--- config.mk ---
export PLATFORM = sky130hd
export DESIGN_NAME = seven_seg_display
export DESIGN_NICKNAME = d
export VERILOG_FILES = /design/src/rtl/seven_seg_display.sv
export SDC_FILE = /design/constraint.sdc
export NUM_CORES = 1
export LEC_CHECK = 0
export BUFFER_PORTS_ARGS = -buffer_cell sky130_fd_sc_hd__buf_2
export CORE_ASPECT_RATIO = 0.7
export CORE_MARGIN = 4
export CORE_UTILIZATION = 35
export DETAILED_ROUTE_END_ITERATION = 16
export GPL_TIMING_DRIVEN = 0
export SLEW_MARGIN = 20
export SYNTH_ARGS = -nofsm -noshare
export SYNTH_HDL_FRONTEND = slang
export SYNTH_SLANG_ARGS = --single-unit
--- constraint.sdc ---
create_clock -name in_clk -period 3.4 [get_ports in_clk]
set_input_delay 0.51 -clock in_clk [delete_from_list [all_inputs] [get_ports in_clk]]
set_output_delay 0.51 -clock in_clk [all_outputs]
set_load 0.01 [all_outputs]
--- src/rtl/seven_seg_display.sv ---
// seven_seg_display: 4-digit common-anode seven-segment driver.
// Shows operand A (digit 3), operand B with decimal point (digit 2) and the
// 8-bit ALU result in hex (digits 1..0). Digits are time-multiplexed by a
// refresh counter. The inputs are snapshotted once per full scan so that a
// scan never mixes old and new values.
// Optional feature macro: DISPLAY_BLINK_EN. When it is defined, the operand
// currently being edited blinks at a rate set by BLINK_DIV.
// All segment/anode/dp signals are active-low. Segment order is {g,f,e,d,c,b,a}.
module seven_seg_display #(
  parameter int REFRESH_DIV = 100000,
  parameter int BLINK_DIV   = 25000000
) (
  input  logic       in_clk,
  input  logic       reset_n,
  input  logic [3:0] A,
  input  logic [3:0] B,
  input  logic [7:0] result,
  input  logic       state,
  output logic [3:0] an,
  output logic [6:0] seg,
  output logic       dp
);

  // A REFRESH_DIV of 1 is illegal. The width is still kept at 1 or more so
  // the vectors are never empty.
  localparam int            CW       = (REFRESH_DIV > 1) ? $clog2(REFRESH_DIV) : 1;
  localparam logic [CW-1:0] CNT_LAST = CW'(REFRESH_DIV - 1);

  localparam logic [3:0] AN_OFF  = 4'b1111;
  localparam logic [6:0] SEG_OFF = 7'b1111111;

  // Hex font, active-low {g,f,e,d,c,b,a}. The letters b and d are lowercase
  // so they cannot be confused with 8 and 0.
  function automatic logic [6:0] hex_to_seg(input logic [3:0] nib);
    logic [6:0] s;
    unique case (nib)
      4'h0: s = 7'b1000000;
      4'h1: s = 7'b1111001;
      4'h2: s = 7'b0100100;
      4'h3: s = 7'b0110000;
      4'h4: s = 7'b0011001;
      4'h5: s = 7'b0010010;
      4'h6: s = 7'b0000010;
      4'h7: s = 7'b1111000;
      4'h8: s = 7'b0000000;
      4'h9: s = 7'b0010000;
      4'hA: s = 7'b0001000;
      4'hB: s = 7'b0000011;
      4'hC: s = 7'b1000110;
      4'hD: s = 7'b0100001;
      4'hE: s = 7'b0000110;
      default: s = 7'b0001110;
    endcase
    return s;
  endfunction

  // Refresh counter and digit index
  logic [CW-1:0] cnt_q, cnt_d;
  logic [1:0]    idx_q, idx_d;
  logic          slot_end;
  logic          scan_end;

  // Input snapshot
  logic [3:0] snap_a_q, snap_a_d;
  logic [3:0] snap_b_q, snap_b_d;
  logic [7:0] snap_res_q, snap_res_d;
  logic       snap_state_q, snap_state_d;

  // Registered display outputs
  logic [3:0] an_q, an_d;
  logic [6:0] seg_q, seg_d;
  logic       dp_q, dp_d;
  logic [3:0] nib;
  logic       blank;

  // Advance the refresh counter. The digit index steps once per slot.
  always_comb begin
    slot_end = (cnt_q == CNT_LAST);
    scan_end = slot_end && (idx_q == 2'd3);
    cnt_d    = slot_end ? '0 : cnt_q + 1'b1;
    idx_d    = slot_end ? idx_q + 2'd1 : idx_q;
  end

  // Refresh counter and digit index registers. Reset aborts any scan in progress.
  always_ff @(posedge in_clk) begin
    if (!reset_n) begin
      cnt_q <= '0;
      idx_q <= 2'd0;
    end else begin
      cnt_q <= cnt_d;
      idx_q <= idx_d;
    end
  end

  // Capture the live inputs only on the 3->0 wrap, so a scan is always consistent.
  always_comb begin
    snap_a_d     = snap_a_q;
    snap_b_d     = snap_b_q;
    snap_res_d   = snap_res_q;
    snap_state_d = snap_state_q;
    if (scan_end) begin
      snap_a_d     = A;
      snap_b_d     = B;
      snap_res_d   = result;
      snap_state_d = state;
    end
  end

  // Snapshot registers
  always_ff @(posedge in_clk) begin
    if (!reset_n) begin
      snap_a_q     <= '0;
      snap_b_q     <= '0;
      snap_res_q   <= '0;
      snap_state_q <= 1'b0;
    end else begin
      snap_a_q     <= snap_a_d;
      snap_b_q     <= snap_b_d;
      snap_res_q   <= snap_res_d;
      snap_state_q <= snap_state_d;
    end
  end

`ifdef DISPLAY_BLINK_EN
  // The blink timebase runs freely and independently of the refresh scan.
  localparam int            BW        = (BLINK_DIV > 1) ? $clog2(BLINK_DIV) : 1;
  localparam logic [BW-1:0] BLINK_END = BW'(BLINK_DIV - 1);

  logic [BW-1:0] bcnt_q, bcnt_d;
  logic          phase_q, phase_d;

  // Blink counter. The phase toggles at the terminal count.
  always_comb begin
    bcnt_d  = bcnt_q + 1'b1;
    phase_d = phase_q;
    if (bcnt_q == BLINK_END) begin
      bcnt_d  = '0;
      phase_d = ~phase_q;
    end
  end

  // Blink counter and phase registers
  always_ff @(posedge in_clk) begin
    if (!reset_n) begin
      bcnt_q  <= '0;
      phase_q <= 1'b0;
    end else begin
      bcnt_q  <= bcnt_d;
      phase_q <= phase_d;
    end
  end

  // Blank the operand being edited during the "off" phase. The result digits never blink.
  always_comb begin
    blank = 1'b0;
    if (phase_q) begin
      blank = snap_state_q ? (idx_q == 2'd2) : (idx_q == 2'd3);
    end
  end
`else
  // Without blinking, the editing selector is carried in the snapshot but is not used.
  logic unused_snap_state;
  assign unused_snap_state = snap_state_q;
  assign blank             = 1'b0;
`endif

  // Select the digit for the current index and decode it. The decimal point
  // separates the operands from the result.
  always_comb begin
    nib  = snap_res_q[3:0];
    an_d = 4'b1110;
    dp_d = 1'b1;
    unique case (idx_q)
      2'd3: begin
        nib  = snap_a_q;
        an_d = 4'b0111;
      end
      2'd2: begin
        nib  = snap_b_q;
        an_d = 4'b1011;
        dp_d = 1'b0;
      end
      2'd1: begin
        nib  = snap_res_q[7:4];
        an_d = 4'b1101;
      end
      default: begin
        nib  = snap_res_q[3:0];
        an_d = 4'b1110;
      end
    endcase
    seg_d = hex_to_seg(nib);
    if (blank) begin
      an_d  = AN_OFF;
      seg_d = SEG_OFF;
      dp_d  = 1'b1;
    end
  end

  // Output registers. The display goes dark while reset is held.
  always_ff @(posedge in_clk) begin
    if (!reset_n) begin
      an_q  <= AN_OFF;
      seg_q <= SEG_OFF;
      dp_q  <= 1'b1;
    end else begin
      an_q  <= an_d;
      seg_q <= seg_d;
      dp_q  <= dp_d;
    end
  end

  assign an  = an_q;
  assign seg = seg_q;
  assign dp  = dp_q;

endmodule

Word level (Yosys, flattened, before mapping)
Memory sizes are Yosys's and may differ from the RTL's. A register that Yosys moved wholly into a read port is not among the register bits.
Index checks and enable logic that the tools add are counted.
- shift-type cells: 0
- bitwise logic cells: 1
- reductions and logical operators: 3
- div/mod/pow operators: 0
- eq/ne operators: 4
- multipliers: 0
- magnitude comparators: 0
- $add $sub $neg: 2
- muxes and demuxes: 3
- operators with widths (operator ; count):
    $pmux 4 s3 ; 2
    $add 17x1->17 const B ; 1
    $eq 17x17->1 const B ; 1
    $eq 2x2->1 const B ; 2
    $add 2x1->2 const B ; 1
    $eq 2x1->1 const B ; 1
    $reduce_or 2->1 ; 1
    $logic_and 1x1->1 ; 1
    $logic_not 1->1 ; 1
    $mux 1 ; 1
    $not 1->1 ; 1
- latch bits: 0
- bits in writable memories: 0
- memory bits (read-only): 112
- flip-flop bits (word level): 40
- word-level logic and storage cells: 21
- input bits: 19
- memories: 1
- output and inout port bits: 12
- memory list (name ; depth ; bits a word ; read ports ; clocked after memory_dff ; write ports ; RTL line ; RTL):
    (name not given) ; 16 ; 7 ; 1 ; 1 ; 0 ; 36 ; unique case (nib)

Logic depth before layout (Yosys ltp)
Gate-level depths: netlist of run 1.
- depth in word-level cells: 2
- gate-level depth with buffers: 10

Least setup slack after synthesis of run 1
OpenSTA, ideal clock, no wires.
- kind: register to register
- from: reg idx_q[1]
- to: reg seg_q[0], in the netlist seg[0]
- path slack: 1.205 ns
- arrival time: 2.074 ns
- setup time: 0.122 ns
- cell stages (with the launch flop): 9
- cell sequence: dfxtp_1 ha_1 buf_2 a222oi_1 a21oi_1 inv_1 ha_1 or4_1 o311a_1
- word-level cells in the longest chain between the ends: 2
- elaborated cells between the ends (all ways): 4
- classes of those cells: eq/ne: 3; mux: 1
- ends and longest elaborated chain (element ; RTL line ; RTL):
    start: declaration ; 59 ; logic [1:0] idx_q, idx_d;
    start signal: assignment ; 91 ; idx_q <= idx_d;
    $eq 2x1->1 / $eq 2x2->1 (equally long branches) ; 173 ; unique case (idx_q)
    $pmux 4 s3 (*) ; 173 ;
    end: declaration ; 71 ; logic [6:0] seg_q, seg_d;
Every way passes the cells marked *; elsewhere a longest branch is shown, timed or not.
A chain may end at the register's enable or synchronous reset.

Final worst setup path of run 1
Same ends and word-level chain as after synthesis.

==> run_results.csv, run 1 <==
group,metric,value,unit
sta,worstMarginPinSlew,0.6770,ns
drt,drc_errors,0,
setup_path,cpPeakStageDelay,0.52,ns
finish,instances_no_fill,353,
setup_path,cp_cell_sequence,"ha_1 > buf_2 > a222oi_1 > a21oi_1 > inv_1 > ha_1 > or4_1 > o311a_1",
sta,finalSetupTns,0,ns
setup_path,crit_fanout,10,
synth,synthFlopType,"dfxtp_1",
clocking,insertion_delay,0.30,ns
grt,gr-total-overflow,0,
setup_path,path_buf_inv,2,
worst_hold_path,hp-class,"reg2reg",
setup_path,critical_path_arrival,2.75,ns
setup_path,critPathKind,"reg2reg",
drt,detail_route.wl_per_cell,14.51,um
outcome,status,"finished clean",
setup_path,end_kind,"flop",
clocking,cts_buffer_depth,2,
synth,avgSynthCellArea,8.940,um2
grt,track_usage,0.1456,
synth,synth_cell_types,42,
drt,drtAntennaViolNets,0,
power_and_ir_drop,p_leak,0.9297,nW
setup_path,startpoint_type,"flop",
clocking,clkTransAtPathRegs,0.09,ns
finish,area_growth,15.33,%
clocking,clkSinkCount,46,
sta,rsz0062_at_grt,"no",
die,die-area,7495,um2
grt,grt_max_degree,14,
grt,grt_pass1_wl,8480,um
drt,totalWireLength,5123,um
finish,fin_nets,307,
finish,drive_gt1_frac,0.1906,
setup_path,critPathMostFrequentCell,"ha_1",
sta,max_slew_margin,0.5487,
placed_design,gp_congestion,0.8490,
finish,seqCellArea,920.9,um2
die,initial_core_util,0.3688,
synth,async_flop_share,0,
drt,vias,1878,
drt,drt_iter0_drc,77,
die,rows,23,
power_and_ir_drop,p_total,0.0009360,W
die,die_width,101.8,um
die,io_pins,31,
setup_path,slowest_stage,"or4_1",
finish,multi_input_area,1097,um2
power_and_ir_drop,cellPowerDensity,376.7,nW/um2
finish,layout.cells.most_common,"dfxtp_1",
finish,final_cell_mix,"dfxtp_1, buf_2, a21oi_1",
die,coreArea,5842,um2
sta,post-route-period-util,0.7547,
synth,synth_cells,241,
clocking,cts_root_buf,"clkbuf_8",
sta,fmax,389.7,MHz
finish,diodes,0,
clocking,cts_tree,"built",
sta,maxSlewViolCount,0,
synth,synth_fp_nets,271,
sta,finalHoldViolCount,0,
drt,drt_first_pass_iters,4,
clocking,cts_resized,0,
run,maxCapViolCount,0,
clocking,cts_max_level,2,
synth,ys_warn_count,0,
synth,synth_seq_area_share,0.4274,
synth,ys_ff_latch,46,
setup_path,cp_data_required_time,3.59,ns
placed_design,dp_cells,345,
synth,synth-edff-count,0,
power_and_ir_drop,ir_drop,0.1674,mV
clocking,cts_buffers,5,
grt,grt_pass1_vias,1741,
sta,layout_min_cycle_time,2.566,ns
placed_design,portBuffers,29,
placed_design,hpwl,3666,um
synth,netlist_area,2155,um2
finish,fillerInstances,593,
setup_path,cp_top_family,"compound AO/OA/AOI/OAI gates",
drt,avgViaCountPerCell,5.320,
clocking,postCtsSetupBuffers,0,
clocking,cts-hold-fix-buffers,0,
grt,antenna_found_initial,0,
sta,setup_viol_count_final,0,
die,die_h,73.65,um
sta,fin_worst_skew,0.004203,ns
final timing paths:
kind | startpoint | endpoint | slack, ns | cells past startpoint
setup / recovery | idx_q[1]$_SDFFE_PN0N_ | seg[0]$_SDFF_PN1_ | 0.83 | 8
hold / removal | cnt_q[0]$_SDFF_PP0_ | cnt_q[0]$_SDFF_PP0_ | 0.44 | 1
setup reg to reg | idx_q[1]$_SDFFE_PN0N_ | seg[0]$_SDFF_PN1_ | 0.83 | 8
hold reg to reg | cnt_q[0]$_SDFF_PP0_ | cnt_q[0]$_SDFF_PP0_ | 0.44 | 1
routing by layer:
metal	vias to the layer above	wire (um)	track usage
li1	954	-	-
met5	-	0	0
met4	0	62	0.04425
met3	8	201	0.03985
met2	28	2038	0.1928
met1	888	2821	0.2245
registers in the layout, indices dropped and copies added (netlist names):
register    flops
cnt_q          17
snap_res_q      8
seg             7
an              4
snap_a_q        4
snap_b_q        4
idx_q           2
synth_stat cells (2+ instances only):
master	instances	share of area
a211oi_1	4	0.014
a21oi_1	26	0.060
a222oi_1	3	0.014
a31oi_1	2	0.0058
and3_1	5	0.015
buf_2	8	0.019
clkbuf_1	6	0.010
dfxtp_1	46	0.43
ha_1	11	0.064
inv_1	9	0.016
mux2_2	2	0.010
mux2i_1	2	0.0093
nand2_1	11	0.019
nand3_1	6	0.014
nand4_1	25	0.073
nor2_1	12	0.021
o21ai_0	23	0.053
o221ai_1	2	0.0081
or3_1	4	0.012
or4_1	2	0.0070
xnor2_1	3	0.012
xor2_1	9	0.037
final cells by class:
cell class                 instances  area share
sequential                        46      0.3706
tap                               75     0.03776
multi-input combinational        167      0.4416
buffer                            18     0.03978
inverter                          10     0.01511
clock inverter                     1    0.002014
timing repair buffer              29     0.05841
clock buffer                       7     0.03474
cells by family (layout without fill, tap and decap cells):
| logic type | Yosys count | after routing | synth area share |
|---|---|---|---|
| XOR/XNOR | 12 | 12 | 0.04878 |
| AO/OA/AOI/OAI | 66 | 66 | 0.1789 |
| multiplexers | 5 | 5 | 0.02613 |
| AND/OR/NAND/NOR | 73 | 73 | 0.1916 |
| flip-flops | 46 | 46 | 0.4274 |
| adder cells (fa/ha/maj) | 11 | 11 | 0.06388 |
| buffers and inverters | 28 | 65 | 0.06329 |
power breakdown:
part           internal (W)  switching (W)
logic             0.0000171      0.0000212
registers          0.000546     0.00000318
clock network      0.000164       0.000185
total              0.000727       0.000209
worst reg2reg max path, stage by stage (launching register included):
cell,delay [ns]
dfxtp_1,0.39
ha_1,0.23
buf_2,0.24
a222oi_1,0.15
a21oi_1,0.40
inv_1,0.17
ha_1,0.23
or4_1,0.52
o311a_1,0.12
stage by stage:
step / hold slack, ns / cell area (um2) / worst slack [ns] / utilization
CTS: 0.4448 / 2485 / 0.7999 / 0.4254
global placement: 0.4221 / 2394 / 0.8717 / 0.4097
global route: 0.4543 / 2485 / 0.6124 / 0.4254
detailed placement: 0.4324 / 2394 / 0.8203 / 0.4097
finish: 0.4394 / 2485 / 0.8341 / 0.4254
floorplan: 0.4129 / 2155 / 1.205 / -
Power figures use the tool's default switching activity.
==> inputs of run 2 (changes only) <==
clock period = 2.5 ns   (was 3.4 ns; I/O delays follow)
==> run 2 against run 1 <==
Net effect:
- via count increased by 0.59%
- highest routed layer unchanged
- die area unchanged
- non-clock buffer count increased by 2
- first-iteration DRC count increased by 16%
- critical endpoint is now seg[3]$_SDFF_PN1_
- sequential share of layout area decreased by 0.28 points
- register-to-register slack got worse by 0.74 ns
- final cell count increased by 0.57%
- global-route usage increased by 0.10 points
- clock skew decreased by 0.0010 ns
==> run_results.csv, run 2 (synthesis gave the netlist of run 1 again) <==
group,metric,value,unit
run,maxCapViolCount,0,
drt,drt_iter0_drc,89,
drt,vias,1889,
grt,antenna_found_initial,0,
setup_path,setup.worst_path.end,"seg[3]$_SDFF_PN1_",
die,initial_core_util,0.3688,
power_and_ir_drop,switching_share,0.2208,
setup_path,startpoint_type,"flop",
finish,drive_gt1_frac,0.2036,
placed_design,portBuffers,29,
sta,rsz0062_at_grt,"no",
power_and_ir_drop,p_leak,0.9404,nW
finish,layout.cells.most_common,"dfxtp_1",
setup_path,end_kind,"flop",
finish,fin_nets,309,
finish,final_util,0.4286,
setup_path,crit_fanout,5,
finish,final_cell_mix,"dfxtp_1, buf_2, a21oi_1, nand4_1, o21ai_0",
clocking,cts-hold-fix-buffers,0,
power_and_ir_drop,switchingPower,0.0002801,W
placed_design,hpwl,3666,um
clocking,cts_root_buf,"clkbuf_8",
clocking,clkSinkCount,46,
clocking,cts_max_level,2,
clocking,cts_buffer_depth,2,
setup_path,rr_worst_depth,10,
die,rows,23,
placed_design,gp_congestion,0.8490,
drt,drt_first_pass_iters,4,
drt,detail_route.wl_per_cell,14.60,um
sta,finalSetupTns,0,ns
finish,fillerInstances,593,
sta,post-route-period-util,0.9639,
finish,area_growth,16.20,%
worst_hold_path,hold_path.startpoint,"A[2]",
placed_design,placed_area,2394,um2
power_and_ir_drop,p_int,0.0009888,W
clocking,cts_tree,"built",
power_and_ir_drop,pwr-share-clk,0.371,
grt,grt_max_degree,14,
die,io_pins,31,
drt,drtAntennaViolNets,0,
finish,largest_reg_flops,17,
sta,fmax,415.0,MHz
setup_path,rr_startpoint,"idx_q[0]$_SDFFE_PN0N_",
grt,gr-total-overflow,0,
drt,avgViaCountPerCell,5.321,
sta,maxSlewViolCount,0,
sta,worstMarginPinSlew,0.6824,ns
sta,finalHoldViolCount,0,
grt,grt_pass1_wl,8542,um
setup_path,r2r_end,"seg[3]$_SDFF_PN1_",
setup_path,cp_data_required_time,2.68,ns
power_and_ir_drop,p_total,0.001269,W
die,die_width,101.8,um
finish,diodes,0,
sta,layout_min_cycle_time,2.410,ns
drt,totalWireLength,5184,um
setup_path,r2r_slack,0.09,ns
die,coreArea,5842,um2
grt,grt_pass1_vias,1751,
drt,drc_errors,0,
power_and_ir_drop,cellPowerDensity,506.8,nW/um2
setup_path,critical_path_arrival,2.59,ns
outcome,status,"finished clean",
worst_hold_path,hp-class,"in2reg",
die,die_h,73.65,um
setup_path,critPathKind,"reg2reg",
clocking,insertion_delay,0.29,ns
clocking,cts_buffers,5,
sta,setup_viol_count_final,0,
sta,fin_worst_skew,0.003201,ns
power_and_ir_drop,power_frac_comb,0.041,
power_and_ir_drop,ir_drop,0.2267,mV
power_and_ir_drop,seqPwrFrac,0.588,
finish,design_area,2504,um2
sta,max_slew_margin,0.5451,
setup_path,crit_path_start,"idx_q[0]$_SDFFE_PN0N_",
grt,track_usage,0.1466,
die,die-area,7495,um2
clocking,clkTransAtPathRegs,0.08,ns
finish,top_register,"cnt_q",
run 2: changes by cell type in the layout (fill, tap and decap cells not counted):
cell,before,now
buf_4,1,3
inv_1,9,8
inv_2,1,2
a21oi_2,0,1
a21oi_1,26,25
run 2: per-stage QoR:
stage	instances	hold WS (ns)	worst slack (ns)
floorplan	241	0.4129	0.3048
global placement	345	0.4221	-0.02835
detailed placement	345	0.4324	-0.07973
CTS	353	0.3154	0.04958
global route	355	0.3249	0.001601
finish	355	0.3285	0.09020
run 2: per-layer routing:
metal  vias up  routed length (um)  track usage
met1       888                2803       0.2239
met5         -                   0            0
met4         0                  62      0.04425
met2        34                2091       0.1971
met3         8                 227      0.03985
li1        959                   -            -
run 2: power groups by stage:
stage,sequential (W),clock [W],combinational (W)
2_1_floorplan,0.000767,0,0.0000213
3_3_place_gp,0.000764,0,0.0000525
3_5_place_dp,0.000764,0,0.0000526
4_1_cts,0.000747,0.000490,0.0000532
5_1_grt,0.000748,0.000525,0.0000589
6_report,0.000746,0.000471,0.0000519
run 2: final cells by class:
cell class              count  area [um2]  area share
clock inverters             1       5.005    0.001999
plain buffers              18       98.84     0.03948
multi-input cells         167        1101      0.4398
inverters                  10       37.54     0.01499
flip-flops and latches     46       920.9      0.3678
well taps                  75       93.84     0.03748
clock buffers               7       86.33     0.03448
repair buffers             31       160.2     0.06397
run 2: worst min path at each step:
stage	cells after the start	to
floorplan	1	cnt_q[0]$_SDFF_PP0_
global placement	1	cnt_q[0]$_SDFF_PP0_
detailed placement	1	cnt_q[0]$_SDFF_PP0_
CTS	3	snap_a_q[2]$_SDFFE_PN0P_
global route	3	snap_res_q[7]$_SDFFE_PN0P_
finish	3	snap_a_q[2]$_SDFFE_PN0P_
run 2: what timing repair did:
item / in CTS / in global routing
endpoints found under the setup margin: 1 / 2
setup buffers: 0 / 2
pin swaps: 0 / 2
gates resized for setup: 1 / 1
run 2: worst max-delay path, cell delays in order (launching register included):
cell      delay [ns]
dfxtp_1         0.37
inv_1           0.10
ha_1            0.27
a222oi_1        0.54
a21oi_2         0.19
buf_4           0.18
ha_1            0.19
inv_1           0.09
a211oi_1        0.06
a211oi_1        0.20
o21ai_0         0.10
==> inputs of run 3 (changes only) <==
CORE_ASPECT_RATIO = 0.8   (was 0.7)
==> run 3 against run 2 <==
Net effect:
- critical path depth down 2
- combinational power up 1%
- wire length decreased by 2.8%
- core utilization is 0.54 points lower
- clock power increased by 16%
- setup slack better by 0.0094 ns
==> run_results.csv, run 3 (synthesis gave the netlist of run 1 again) <==
group,metric,value,unit
die,die_h,78.18,um
sta,rsz0062_at_grt,"yes",
setup_path,startpoint_type,"flop",
grt,grt_max_degree,15,
finish,diodes,0,
finish,instances_no_fill,359,
setup_path,crit_fanout,10,
grt,grt_pass1_wl,8197,um
setup_path,slowest_stage,"or4_1",
drt,detail_route.wl_per_cell,14.03,um
finish,top_register,"cnt_q",
clocking,cts_buffer_depth,2,
setup_path,rr_startpoint,"idx_q[1]$_SDFFE_PN0N_",
sta,post-route-period-util,0.9602,
clocking,cts_root_buf,"clkbuf_8",
setup_path,end_kind,"flop",
grt,grt_pass1_vias,1651,
sta,finalSetupTns,0,ns
clocking,clkSinkCount,46,
grt,antenna_found_initial,0,
worst_hold_path,hold_path.startpoint,"result[7]",
setup_path,critPathMostFrequentCell,"ha_1",
sta,finalHoldViolCount,0,
placed_design,hpwl,3591,um
finish,drive_gt1_frac,0.1942,
drt,vias,1856,
setup_path,r2r_slack,0.1,ns
setup_path,cp_cell_sequence,"ha_1 > buf_2 > a222oi_1 > a21oi_2 > inv_1 > ha_1 > or4_1 > o311a_1",
clocking,clkTransAtPathRegs,0.09,ns
grt,track_usage,0.1398,
clocking,postCtsSetupBuffers,0,
outcome,status,"finished clean",
worst_hold_path,hold_path_end,"snap_res_q[7]$_SDFFE_PN0P_",
die,rows,25,
placed_design,dp_cells,351,
power_and_ir_drop,seqPwrFrac,0.555,
worst_hold_path,hp-class,"in2reg",
worst_hold_path,whs_path_depth,3,
die,io_pins,31,
drt,avgViaCountPerCell,5.170,
run,maxCapViolCount,0,
clocking,cts-hold-fix-buffers,0,
power_and_ir_drop,p_leak,0.9323,nW
finish,fin_nets,307,
sta,layout_min_cycle_time,2.400,ns
die,coreArea,5943,um2
power_and_ir_drop,switching_share,0.2089,
clocking,cts_max_level,2,
clocking,cts_buffers,5,
sta,fmax,416.6,MHz
setup_path,critPathKind,"reg2reg",
die,die-area,7483,um2
power_and_ir_drop,p_int,0.001064,W
setup_path,critical_path_arrival,2.58,ns
power_and_ir_drop,switchingPower,0.0002810,W
power_and_ir_drop,pwr-share-clk,0.406,
clocking,insertion_delay,0.30,ns
drt,drtAntennaViolNets,0,
placed_design,portBuffers,29,
sta,maxSlewViolCount,0,
setup_path,r2r_end,"seg[0]$_SDFF_PN1_",
setup_path,cpPeakStageDelay,0.52,ns
sta,setup_viol_count_final,0,
drt,drc_errors,0,
drt,drt_iter0_drc,164,
die,die_width,95.72,um
clocking,cts_tree,"built",
drt,drt_first_pass_iters,4,
die,initial_core_util,0.3625,
sta,max_slew_margin,0.5453,
placed_design,gp_congestion,0.8587,
grt,gr-total-overflow,0,
sta,fin_worst_skew,0.008711,ns
sta,worstMarginPinSlew,0.6820,ns
finish,layout.cells.most_common,"dfxtp_1",
power_and_ir_drop,ir_drop,0.1957,mV
finish,largest_reg_flops,17,
finish,final_cell_mix,"dfxtp_1, buf_2, a21oi_1, nand4_1, o21ai_0",
setup_path,rr_worst_depth,8,
power_and_ir_drop,power_frac_comb,0.039,
finish,area_growth,16.72,%
power_and_ir_drop,cellPowerDensity,534.7,nW/um2
drt,totalWireLength,5037,um
setup_path,cp_data_required_time,2.68,ns
-- run 3: routing by layer --
layer	vias up	routed length, um	GRT usage
met3	5	296	0.04119
met2	46	2077	0.1901
met4	0	41	0.03835
li1	952	-	-
met1	853	2622	0.2107
met5	-	0	0
-- run 3: worst max path at each step --
stage,start,end,slack (ns)
3_5_place_dp,idx_q[1]$_SDFFE_PN0N_,seg[0]$_SDFF_PN1_,-0.004
3_3_place_gp,idx_q[1]$_SDFFE_PN0N_,seg[0]$_SDFF_PN1_,-0.009
4_1_cts,idx_q[1]$_SDFFE_PN0N_,seg[0]$_SDFF_PN1_,0.11
5_1_grt,idx_q[0]$_SDFFE_PN0N_,seg[3]$_SDFF_PN1_,-0.03
2_1_floorplan,idx_q[1]$_SDFFE_PN0N_,seg[0]$_SDFF_PN1_,0.30
6_report,idx_q[1]$_SDFFE_PN0N_,seg[0]$_SDFF_PN1_,0.1
-- run 3: what timing repair did --
item,in CTS,in global routing
pin swaps,0,2
resized for setup,1,0
endpoints found under the setup margin,1,2
cloned,0,0
-- run 3: area by class of cell --
type / instances / area [um2]
buffer: 18 / 98.84
clock buffer: 6 / 72.57
clock inverter: 2 / 37.54
fill: 611 / 3428
inverter: 10 / 37.54
multi-input combinational: 167 / 1101
sequential: 46 / 920.9
tap: 81 / 101.3
timing repair buffer: 29 / 145.1
-- run 3: power by group through the flow --
| stage | clock (W) | combinational (W) | sequential, W |
|---|---|---|---|
| floorplan | 0 | 0.0000213 | 0.000767 |
| global placement | 0 | 0.0000524 | 0.000763 |
| detailed placement | 0 | 0.0000523 | 0.000763 |
| CTS | 0.000558 | 0.0000529 | 0.000746 |
| global route | 0.000591 | 0.0000592 | 0.000748 |
| finish | 0.000546 | 0.0000524 | 0.000746 |
-- run 3: per-stage QoR --
stage | total power [W] | worst slack (ns) | utilization | hold slack, ns | instance area [um2]
floorplan | 0.0007878 | 0.3048 | - | 0.4129 | 2155
global placement | 0.0008157 | -0.008763 | 0.4040 | 0.4267 | 2401
detailed placement | 0.0008158 | -0.003748 | 0.4040 | 0.4332 | 2401
CTS | 0.001357 | 0.1108 | 0.4232 | 0.3206 | 2515
global route | 0.001398 | -0.02738 | 0.4232 | 0.3148 | 2515
finish | 0.001345 | 0.09959 | 0.4232 | 0.3287 | 2515
-- run 3: critical path: cells and delay by family, from the launching register on --
family                     cells  cell delay [ns]
AOI/OAI and AO/OA              3             0.54
and+or+nand+nor                1             0.52
adders and majority gates      2             0.44
DFF                            1             0.39
buffers and inverters          2             0.39
